File: src/rtl/disp_mux_pwm_if.sv
// Bus between the display-formatting logic (master) and the seven-segment
// scan driver (slave). Board-pin outputs travel back on the same bundle.
//
// load is a single-cycle capture strobe with no ready: the driver always
// accepts it, so every cycle with load=1 is one capture of seg_data/digit_en.
interface disp_mux_pwm_if #(
    parameter int NUM_DIGITS = 8,
    parameter int BRIGHT_W   = 4
);
    logic [8*NUM_DIGITS-1:0] seg_data;
    logic [NUM_DIGITS-1:0]   digit_en;
    logic                    load;
    logic [BRIGHT_W-1:0]     brightness;
    logic [NUM_DIGITS-1:0]   an;
    logic [7:0]              sseg;
    logic                    frame_tick;

    modport master (
        output seg_data, digit_en, load, brightness,
        input  an, sseg, frame_tick
    );

    modport slave (
        input  seg_data, digit_en, load, brightness,
        output an, sseg, frame_tick
    );
endinterface

File: src/rtl/disp_mux_pwm.sv
// Time-multiplexed seven-segment driver with per-digit blanking, brightness
// PWM inside each digit slot, and a double-buffered pattern store that only
// swaps at the frame boundary so a frame never mixes old and new data.
module disp_mux_pwm #(
    parameter int NUM_DIGITS     = 8,
    parameter int PRESCALE       = 1024,
    parameter int BRIGHT_W       = 4,
    parameter int AN_ACTIVE_LOW  = 1,
    parameter int SEG_ACTIVE_LOW = 1
) (
    input logic            clk,
    input logic            reset,
    disp_mux_pwm_if.slave  disp
);
    localparam int PRE_W = $clog2(PRESCALE);
    localparam int DIG_W = $clog2(NUM_DIGITS);
    // Cycles of on-time added per brightness step.
    localparam int SLICE = PRESCALE >> BRIGHT_W;

    localparam logic [7:0]            SEG_BLANK = (SEG_ACTIVE_LOW != 0) ? 8'hFF : 8'h00;
    localparam logic [NUM_DIGITS-1:0] AN_OFF    = (AN_ACTIVE_LOW != 0) ? {NUM_DIGITS{1'b1}}
                                                                      : {NUM_DIGITS{1'b0}};

    logic [PRE_W-1:0]        pre_cnt;
    logic [DIG_W-1:0]        dig_idx;
    logic                    pre_wrap;
    logic                    frame_end;

    logic [8*NUM_DIGITS-1:0] pend_data;
    logic [NUM_DIGITS-1:0]   pend_en;
    logic [8*NUM_DIGITS-1:0] act_data;
    logic [NUM_DIGITS-1:0]   act_en;

    logic [31:0]             thresh;
    logic                    lit;
    logic [NUM_DIGITS-1:0]   an_hot;
    logic [NUM_DIGITS-1:0]   an_next;
    logic [7:0]              sseg_next;

    assign pre_wrap  = (pre_cnt == PRE_W'(PRESCALE - 1));
    assign frame_end = pre_wrap && (dig_idx == DIG_W'(NUM_DIGITS - 1));

    // Slot prescaler and digit scan index; the index steps once per slot.
    always_ff @(posedge clk or posedge reset) begin
        if (reset) begin
            pre_cnt <= '0;
            dig_idx <= '0;
        end else if (pre_wrap) begin
            pre_cnt <= '0;
            dig_idx <= frame_end ? '0 : dig_idx + DIG_W'(1);
        end else begin
            pre_cnt <= pre_cnt + PRE_W'(1);
        end
    end

    // Pending buffer takes every load; active buffer only moves at the frame
    // boundary, taking a coincident load directly so it is not a frame late.
    always_ff @(posedge clk or posedge reset) begin
        if (reset) begin
            pend_data <= {NUM_DIGITS{SEG_BLANK}};
            pend_en   <= '0;
            act_data  <= {NUM_DIGITS{SEG_BLANK}};
            act_en    <= '0;
        end else begin
            if (disp.load) begin
                pend_data <= disp.seg_data;
                pend_en   <= disp.digit_en;
            end
            if (frame_end) begin
                act_data <= disp.load ? disp.seg_data : pend_data;
                act_en   <= disp.load ? disp.digit_en : pend_en;
            end
        end
    end

    // Lit decision and next pin values; threshold is 32-bit so max brightness
    // (a full slot) cannot wrap.
    always_comb begin
        thresh    = (32'(disp.brightness) + 32'd1) * 32'(SLICE);
        lit       = act_en[dig_idx] && (32'(pre_cnt) < thresh);
        an_hot    = NUM_DIGITS'(1) << dig_idx;
        an_next   = AN_OFF;
        sseg_next = SEG_BLANK;
        if (lit) begin
            an_next   = (AN_ACTIVE_LOW != 0) ? ~an_hot : an_hot;
            sseg_next = act_data[8*dig_idx +: 8];
        end
    end

    // Registered pin drivers and frame marker (one cycle behind the scan state).
    always_ff @(posedge clk or posedge reset) begin
        if (reset) begin
            disp.an         <= AN_OFF;
            disp.sseg       <= SEG_BLANK;
            disp.frame_tick <= 1'b0;
        end else begin
            disp.an         <= an_next;
            disp.sseg       <= sseg_next;
            disp.frame_tick <= frame_end;
        end
    end
endmodule

File: src/flat_wrapper.sv
// flat-port wrapper written by rule: the top's interface ports become plain ports
module disp_mux_pwm_flat 
#(
    parameter int NUM_DIGITS     = 8,
    parameter int PRESCALE       = 1024,
    parameter int BRIGHT_W       = 4,
    parameter int AN_ACTIVE_LOW  = 1,
    parameter int SEG_ACTIVE_LOW = 1
)
  (clk, reset, disp_seg_data, disp_digit_en, disp_load, disp_brightness, disp_an, disp_sseg, disp_frame_tick);
  disp_mux_pwm_if #(.NUM_DIGITS(NUM_DIGITS), .BRIGHT_W(BRIGHT_W)) disp_i ();
  input logic clk;
  input logic reset;
  input wire logic [$bits(disp_i.seg_data)-1:0] disp_seg_data;
  input wire logic [$bits(disp_i.digit_en)-1:0] disp_digit_en;
  input wire logic [$bits(disp_i.load)-1:0] disp_load;
  input wire logic [$bits(disp_i.brightness)-1:0] disp_brightness;
  output wire logic [$bits(disp_i.an)-1:0] disp_an;
  output wire logic [$bits(disp_i.sseg)-1:0] disp_sseg;
  output wire logic [$bits(disp_i.frame_tick)-1:0] disp_frame_tick;
  assign disp_i.seg_data = disp_seg_data;
  assign disp_i.digit_en = disp_digit_en;
  assign disp_i.load = disp_load;
  assign disp_i.brightness = disp_brightness;
  assign disp_an = disp_i.an;
  assign disp_sseg = disp_i.sseg;
  assign disp_frame_tick = disp_i.frame_tick;
  disp_mux_pwm #(.NUM_DIGITS(NUM_DIGITS), .PRESCALE(PRESCALE), .BRIGHT_W(BRIGHT_W), .AN_ACTIVE_LOW(AN_ACTIVE_LOW), .SEG_ACTIVE_LOW(SEG_ACTIVE_LOW)) u_core (.clk(clk), .reset(reset), .disp(disp_i));
endmodule
File: config.mk
export PLATFORM = sky130hd
export DESIGN_NAME = disp_mux_pwm_flat
export DESIGN_NICKNAME = d
export VERILOG_FILES = /design/src/rtl/disp_mux_pwm_if.sv /design/src/rtl/disp_mux_pwm.sv /design/src/flat_wrapper.sv
export SDC_FILE = /design/constraint.sdc
export NUM_CORES = 1
export LEC_CHECK = 0
export ABC_CLOCK_PERIOD_IN_PS = 7150
export BUFFER_PORTS_ARGS = -buffer_cell sky130_fd_sc_hd__buf_2
export CORE_MARGIN = 2
export CORE_UTILIZATION = 24
export DETAILED_ROUTE_END_ITERATION = 6
export GPL_ROUTABILITY_DRIVEN = 0
export GPL_TIMING_DRIVEN = 0
export PLACE_DENSITY = 0.37
export SYNTH_ARGS = -nofsm -noshare
export SYNTH_HDL_FRONTEND = slang
export SYNTH_SLANG_ARGS = --single-unit
File: constraint.sdc
create_clock -name clk -period 7.15 [get_ports clk]
set_input_delay 1.43 -clock clk [delete_from_list [all_inputs] [get_ports clk]]
set_output_delay 1.43 -clock clk [all_outputs]
set_load 0.05 [all_outputs]
Word-level counts from Yosys, hierarchy flattened --
Index checks and enable logic that the tools add are counted.
Word-level totals: flip-flop bits (word level) 174, input port bits 79, output and inout bits 17, logic and storage cells 29
Operators by class: add/sub/neg operators 3, magnitude comparators 2, eq/ne operators 2, shift operators 2, muxes and demuxes 8, bitwise operators 1, reductions and logical operators 2
Operators by type and width (number):
- $mux 64 | 1
- $shiftx 64x7->8 | 1
- $lt 10x32->1 | 1
- $mux 8 | 3
- $add 10x1->10 const B | 1
- $eq 10x10->1 const B | 1
- $mux 10 | 1
- $not 8->8 | 1
- $shl 1x3->8 const A | 1
- $add 4x1->5 const B | 1
- $lt 3x4->1 const B | 1
- $add 3x1->3 const B | 1
- $bmux 1 s3 | 1
- $eq 3x3->1 const B | 1
- $mux 3 | 1
- $logic_and 1x1->1 | 2
- $mux 1 | 1

Logic depth before layout (Yosys ltp) --
Gate-level depths: netlist (run 1).
depth in word-level cells 4, mapped depth 8

Worst setup path after synthesis (run 1) --
No wires, ideal clock.
path type input to register, start in disp_brightness[0], end reg u_core.disp.sseg[5], arrival time 2.747 ns, required time 7.052 ns, path slack 4.305 ns, stages on the path 8, cells stage by stage ha_1 -> inv_1 -> ha_1 -> o21ai_0 -> o21ai_0 -> o211ai_1 -> clkbuf_1 -> o21ai_0
Between the ends: cells in the longest elaborated chain, start to end 4
RTL lines:
- from (decl) | line flat_wrapper.sv:17 | input wire logic [$bits(disp_i.brightness)-1:0] disp_brightness;
- $add 4x1->5 | line disp_mux_pwm.sv:79 | thresh = (32'(disp.brightness) + 32'd1) * 32'(SLICE);
- $lt 10x32->1 | line disp_mux_pwm.sv:80 | lit = act_en[dig_idx] && (32'(pre_cnt) < thresh);
- $logic_and 1x1->1 | line disp_mux_pwm.sv:80
- $mux 8 | line disp_mux_pwm.sv:84 | if (lit) begin
- net u_core.sseg_next[5] | line disp_mux_pwm.sv:38 | logic [7:0] sseg_next;
- to (signal assigned) | line disp_mux_pwm.sv:98 | disp.sseg <= sseg_next;
- to (decl) | line disp_mux_pwm_if.sv:25 | output an, sseg, frame_tick
The timed path passes the listed nets, and every way through them passes these cells. A chain may end at the register's enable or synchronous reset.

Final worst setup path (run 1) --
start in disp_brightness[0], end reg u_core.disp.sseg[6]
The elaborated chain is that of the path after synthesis.

==> results.md, run 1 <==
* Status: finished clean
* Share of the synthesized area in the top cell type at 0.509
* Mapped Cells at around 630
* Die span in x at roughly 180 µm
* Grt total ovfl at 0
* Initial core utilization at 0.244
* Drt wl/cell at 16.3 µm
* Delay-heaviest family, CP: compound AO/OA/AOI/OAI gates
* Max Cap Viol at 0
* Slowest cell on crit path: clkbuf_1
* Critical path's most frequent cell: o21ai_0
* DRT iter0 DRCs at about 160
* Die ar. at 32400 µm²
* First-pass GRT wire length at 30.7 mm
* Critical Path AT at 3.44 ns
* Storage cell area at 4530 µm²
* Hold_buf cts at 0
* Drt first pass iters at 4
* Power density cells at 238 nW/µm²
* Min-Delay Path Class: reg -> reg
* H-Tree Depth at 4
* Commonest non-fill, non-tap cell in the layout: nand2_1
* Slew @ Worst Pin at 0.885 ns
* Share of cells above drive strength 1 at 0.531
* Layout area overhead at 21.6%
* Clk sink count at 174
* Tmin final at 3.13 ns
* Worst Path Max Fanout at 10
* Die Y at 180 µm
* Area of the multi-input gates at 2680 µm²
* Highest-count cells in the layout ignoring fill and taps: 221 x nand2_1, 144 x dfstp_2, 108 x mux2_2
* Register area share after synthesis at 0.610
* WL final at 18.8 mm
* Seq cells post-synth at 174
* Gates resized, CTS repair at 0
* Postcts setup bufs at 0
* Worst IR Drop VDD at 0.135 mV
* Setup crit end kind: register
* Final setup TNS at 0 ns
* Critical-path cell list: buf_2 -> ha_1 -> inv_1 -> ha_1 -> o21ai_0 -> o21ai_0 -> o211ai_1 -> clkbuf_1 -> o21ai_0
* Final setup vio count at 0
* Number of global-route vias before repair at ~5500
* CP Launch Type: primary input
* Core area at about 30000 µm²
* Worst Skew at 0.0125 ns
* # IOs at 96
* Post-route DRC at 0
* Fillers at about 3200
* Final Cycle Share at 0.438
* Antenna diodes at 0
* CTS tree: built
* GR peak layer: met2
* Area leader, netlist: dfstp_2
* Number of buffers created by CTS at 17
* Crit-path max cell delay at between 0.4 and 0.5 ns
* Yosys cell types at 28
* GRT Resource Usage Total at 0.123
* CTS max path bufs at 2
* Clk_lat worst skew at between 0.4 and 0.5 ns
* Syn Nets at 717
* ANT nets after route at 0
* Met1 usage at 0.155
* Worst Path Class, Setup: in -> reg
* Nets at 831
* Detailed Place HPWL at 14.0 mm
* CP Buf/Inv Count at 3
* Clock transition at path regs at 0.06 ns
* Final hold viol count at 0
* Syn. warnings at 0
* RSZ-0062 raised after global routing: false
* Area contributors post-synth: dfstp_2 51%, mux2_2 16%, nand2_1 11%
* LEAKAGE at 0.00382 µW
* Clk root buf: clkbuf_16
* M3 GR Usage at 0.0274
* Via/cell ratio at a little over 4
* Routed vias at 4766
* Final Total Pwr at 2150 µW
* Max Clock Freq at 319 MHz
* Largest net degree at the start of global routing at 96
* IO buf count at 94
* GR Util met2 at 0.209
* Netlist Area Pre-Place at 7430 µm²
* Antenna violations before repair at 0
* Row cnt at 64
* Mean Syn Cell Area at approximately 12 µm²
* Final count of pins violating max slew at 0
* WP data required at 7.46 ns
* Max transition margin at 0.410
## worst paths after layout
check	cells after the start	endpoint	startpoint	slack [ns]
setup / recovery	9	u_core.disp.sseg[6]	disp_brightness[0]	4.02
hold / removal	2	u_core.act_data[14]	u_core.act_data[14]	0.45
setup reg to reg	4	u_core.disp.sseg[6]	u_core.pre_cnt[9]	4.92
hold reg to reg	2	u_core.act_data[14]	u_core.act_data[14]	0.45
max in group asynchronous	3	u_core.act_data[46]	reset	5.23
min in group asynchronous	2	u_core.pend_en[6]	reset	1.11
## final cells by class
cell class,instances,share of cell area
flip-flops and latches,174,0.502
multi-input cells,418,0.297
repair buffers,95,0.0551
well taps,396,0.0548
clock buffers,24,0.0522
plain buffers,30,0.0219
clock inverters,8,0.0147
inverters,5,0.00291
## routing by layer
layer,share of wire,up-vias
met4,0.014,0
met2,0.49,76
met3,0.035,17
met5,0,-
li1,-,2314
met1,0.46,2359
## registers in the layout (all words and copies together) (netlist names)
register	count
u_core.act_data	64
u_core.act_en	8
u_core.dig_idx	3
u_core.disp.an	8
u_core.disp.frame_tick	1
u_core.disp.sseg	8
u_core.pend_data	64
u_core.pend_en	8
u_core.pre_cnt	10
## metrics by stage
stage,std cells,utilization,hold WS (ns),setup slack (ns),instance area [µm²]
after CTS,1150,0.296,0.453,3.99,9040
after floorplan,627,-,0.432,1.24,7430
after detailed placement,1118,0.276,0.444,3.53,8430
after global routing,1150,0.296,0.473,3.87,9040
final,1150,0.296,0.450,4.02,9040
after global placement,1117,0.275,0.442,-0.795,8400
## report_power, final
| group | internal (µW) | switching, µW |
|---|---|---|
| Sequential | 1050 | 9.43 |
| Clock | 572 | 389 |
| Combinational | 57.2 | 66.3 |
## synth_stat cells
| cell type | count |
|---|---|
| nand2_1 | 221 |
| dfstp_2 | 144 |
| mux2_2 | 108 |
| dfrtp_1 | 30 |
| o22ai_1 | 16 |
| o21ai_0 | 14 |
| nand3_1 | 12 |
| buf_2 | 11 |
| ha_1 | 11 |
| clkbuf_1 | 10 |
| buf_6 | 6 |
| inv_1 | 5 |
| nor2_1 | 5 |
| xnor2_1 | 5 |
| and4_1 | 4 |
| nand3_2 | 4 |
| nand4_1 | 4 |
| xor2_1 | 4 |
| and3_1 | 2 |
| buf_8 | 2 |
| or3_1 | 2 |
| a21oi_1 | 1 |
| and2_1 | 1 |
| buf_4 | 1 |
| nand4_2 | 1 |
| nor3_1 | 1 |
| o211ai_1 | 1 |
| o31ai_1 | 1 |
## cell families (layout without fill, tap and decap cells)
| kind of cell | Yosys count | after routing | share of synthesized area |
|---|---|---|---|
| AND/OR/NAND/NOR | 257 | 257 | 0.142 |
| flip-flops | 174 | 174 | 0.610 |
| multiplexers | 108 | 108 | 0.164 |
| buffers and inverters | 35 | 162 | 0.0291 |
| AO/OA/AOI/OAI | 33 | 33 | 0.0256 |
| adder cells (fa/ha/maj) | 11 | 11 | 0.0185 |
| XOR/XNOR | 9 | 9 | 0.0106 |
## worst reg2reg max path: stages, from the launching register on
cell and delay (ns):
dfrtp_1 0.46, ha_1 0.32, o211ai_1 0.61, clkbuf_1 0.48, o21ai_0 0.25
Power figures use the tool's default switching activity.
==> run 2: changes to the inputs <==
- ABC_CLOCK_PERIOD_IN_PS: 7150 -> 2800
- PLACE_DENSITY: 0.37 -> 0.38
- clock period: 7.15 -> 2.8 ns (I/O delays scaled with it)
==> run 2 against run 1 <==
  * Worst setup slack lost 3.4 ns
  * Flip-flop and latch count unchanged
  * Sequential power rose to 2.6 times the previous value
  * Non-clock buffer count is 3 higher
  * Utilization increased by 0.11 points
  * Clock power increased by 140%
  * Clock skew shrank 0.0038 ns
  * Via count up 1.2%
  * Wire length shrank 0.14%
  * Total power grew to 2.5 times the previous value
  * Cell count up 0.26%
  * First-iteration DRC count decreased by 3.7%
==> results.md, run 2 (synthesis gave the netlist of run 1 again) <==
* Max Cap Viol at 0 (unchanged)
* Slew @ Worst Pin at 0.853 ns (-0.0316 ns)
* Highest-count cells in the layout ignoring fill and taps: 221 x nand2_1, 144 x dfstp_2, 108 x mux2_2
* Worst Path Class, Setup: in -> reg
* Setup ws final at 0.645 ns (-3.37 ns)
* Drt wl/cell at 16.3 µm (-0.40%)
* Critical Path AT at 2.47 ns (-0.97 ns)
* Combinational share of power at 0.060 (+0.003)
* Drt first pass iters at 4 (unchanged)
* Initial core utilization at 0.244 (unchanged)
* Post-route DRC at 0 (unchanged)
* Share of cells above drive strength 1 at 0.538 (+0.00714)
* # IOs at 96 (unchanged)
* IO buf count at 94 (unchanged)
* Final Cycle Share at 0.770
* Layout area overhead at 22.0%
* Number of global-route vias before repair at 5444 (-0.68%)
* Gates resized, CTS repair at 0 (unchanged)
* Commonest non-fill, non-tap cell in the layout: nand2_1
* Dpl ws at 0.184 ns (-3.35 ns)
* CTS tree: built
* Clk_lat worst skew at 0.42 ns (about the same)
* Min-Delay Path Class: in -> async
* Final Util at 0.297 (+0.00107)
* Final hold viol count at 0 (unchanged)
* Tmin final at about 2.2 ns
* Power density cells at 595 nW/µm² (+150%)
* GRT Resource Usage Total at 0.121 (-0.00168)
* RSZ-0062 raised after global routing: false
* Antenna diodes at 0 (unchanged)
* DRT iter0 DRCs at 158 (-3.7%)
* ANT nets after route at 0 (unchanged)
* Detailed Place HPWL at 14.1 mm (+0.80%)
* CP Launch Type: primary input
* Max Clock Freq at 464 MHz
* Final setup vio count at 0 (unchanged)
* Worst Skew at 0.00871 ns (-0.00381 ns)
* Top Registers: u_core.act_data x64, u_core.pend_data x64, u_core.pre_cnt x10
* H-Tree Depth at 4 (unchanged)
* Die Y at 180 µm (unchanged)
* Status: finished clean
* Clock transition at path regs at 0.07 ns (about the same)
* First-pass GRT wire length at 30.3 mm (-1.4%)
* Via/cell ratio at 4.18 (+0.95%)
* Die ar. at 32400 µm² (unchanged)
* Clk sink count at 174 (unchanged)
* Core area at 30500 µm² (unchanged)
* WL final at 18.7 mm (-0.14%)
* Area of the multi-input gates at 2680 µm² (unchanged)
* Postcts setup bufs at 0 (unchanged)
* LEAKAGE at 0.00383 µW (+0.29%)
* Row cnt at 64 (unchanged)
* Fillers at 3153 (-0.97%)
* Placed cells at 1121 (+0.27%)
* Nets at 834 (+0.36%)
* Final count of pins violating max slew at 0 (unchanged)
* WP data required at 3.11 ns (-4.35 ns)
* Routed vias at 4824 (+1.2%)
* Number of buffers created by CTS at 17 (unchanged)
* Flop pwr share at 0.503 (+0.008)
* CTS max path bufs at 2 (unchanged)
* Die span in x at 180 µm (unchanged)
* Non-filler cells, final at 1153 (+0.26%)
* Grt total ovfl at 0 (unchanged)
* Clk root buf: clkbuf_16
* Internal Pwr Total at 4180 µW (+150%)
* Storage cell area at 4530 µm² (unchanged)
* Sw frac at 0.226 (+0.00906)
* Antenna violations before repair at 0 (unchanged)
* Max transition margin at 0.431 (+0.0210)
* Hold_buf cts at 0 (unchanged)
* Worst Path Max Fanout at 10 (unchanged)
* Largest net degree at the start of global routing at 43 (-55%)
* Clock Power Share at 0.436 (-0.012)
* Worst IR Drop VDD at 0.358 mV (+170%)
* Setup crit end kind: register
* Switch Pwr at 1220 µW (+160%)
==> run 2: cell count changes in the layout (fill, tap and decap cells not counted), sizes merged <==
cell / change
buf: +3
bufinv: -2
clkinv: +2
clkinvlp: +3
clkbuf: -3
==> run 2: layout make-up <==
type	instances	share of cell area
Sequential cell	174	0.500
Multi-Input combinational cell	418	0.296
Timing Repair Buffer	98	0.0607
Tap cell	396	0.0546
Clock buffer	21	0.0531
Buffer	30	0.0218
Clock inverter	11	0.0117
Inverter	5	0.00248
==> run 2: critical path, stage by stage <==
cell and delay [ns]:
buf_2 0.12, ha_1 0.27, inv_1 0.04, ha_1 0.25, o21ai_0 0.15, o21ai_0 0.09, o211ai_1 0.34, clkbuf_1 0.42
nand3_1 0.22
==> run 2: path summary, 6_finish.rpt <==
check / start / end / slack [ns] / depth (start not counted)
setup reg to reg: u_core.pre_cnt[9] / u_core.disp.an[2] / 0.66 / 4
max in group asynchronous: reset / u_core.pend_data[54] / 1.34 / 5
hold reg to reg: u_core.act_data[29] / u_core.act_data[29] / 0.45 / 2
hold / removal: reset / u_core.pend_en[7] / 0.29 / 2
min in group clk: disp_seg_data[59] / u_core.pend_data[59] / 0.39 / 2
setup / recovery: disp_brightness[0] / u_core.disp.an[2] / 0.65 / 9
==> run 2: metal layers <==
layer | part of all wire | GRT usage | vias up
li1 | - | - | 2318
met1 | 0.47 | 0.160 | 2407
met2 | 0.48 | 0.201 | 83
met3 | 0.030 | 0.0255 | 16
met4 | 0.014 | 0.0341 | 0
met5 | 0 | 0 | -
==> run 2: power by group through the flow <==
stage / Combinational (µW) / Clock, µW / Sequential (µW)
after floorplan: 197 / 0 / 2750
after global placement: 313 / 0 / 2750
after detailed placement: 338 / 0 / 2750
after CTS: 340 / 2430 / 2720
after global routing: 367 / 2540 / 2730
final: 326 / 2350 / 2710
==> run 2: stage by stage <==
step / power (µW) / hold WS (ns) / instance area (µm²) / TNS, ns
after floorplan: 2940 / 0.432 / 7430 / 0
final: 5390 / 0.288 / 9070 / 0
after global placement: 3060 / 0.443 / 8400 / -54.41
after detailed placement: 3090 / 0.445 / 8480 / 0
after global routing: 5640 / 0.321 / 9070 / 0
after CTS: 5490 / 0.291 / 9070 / 0
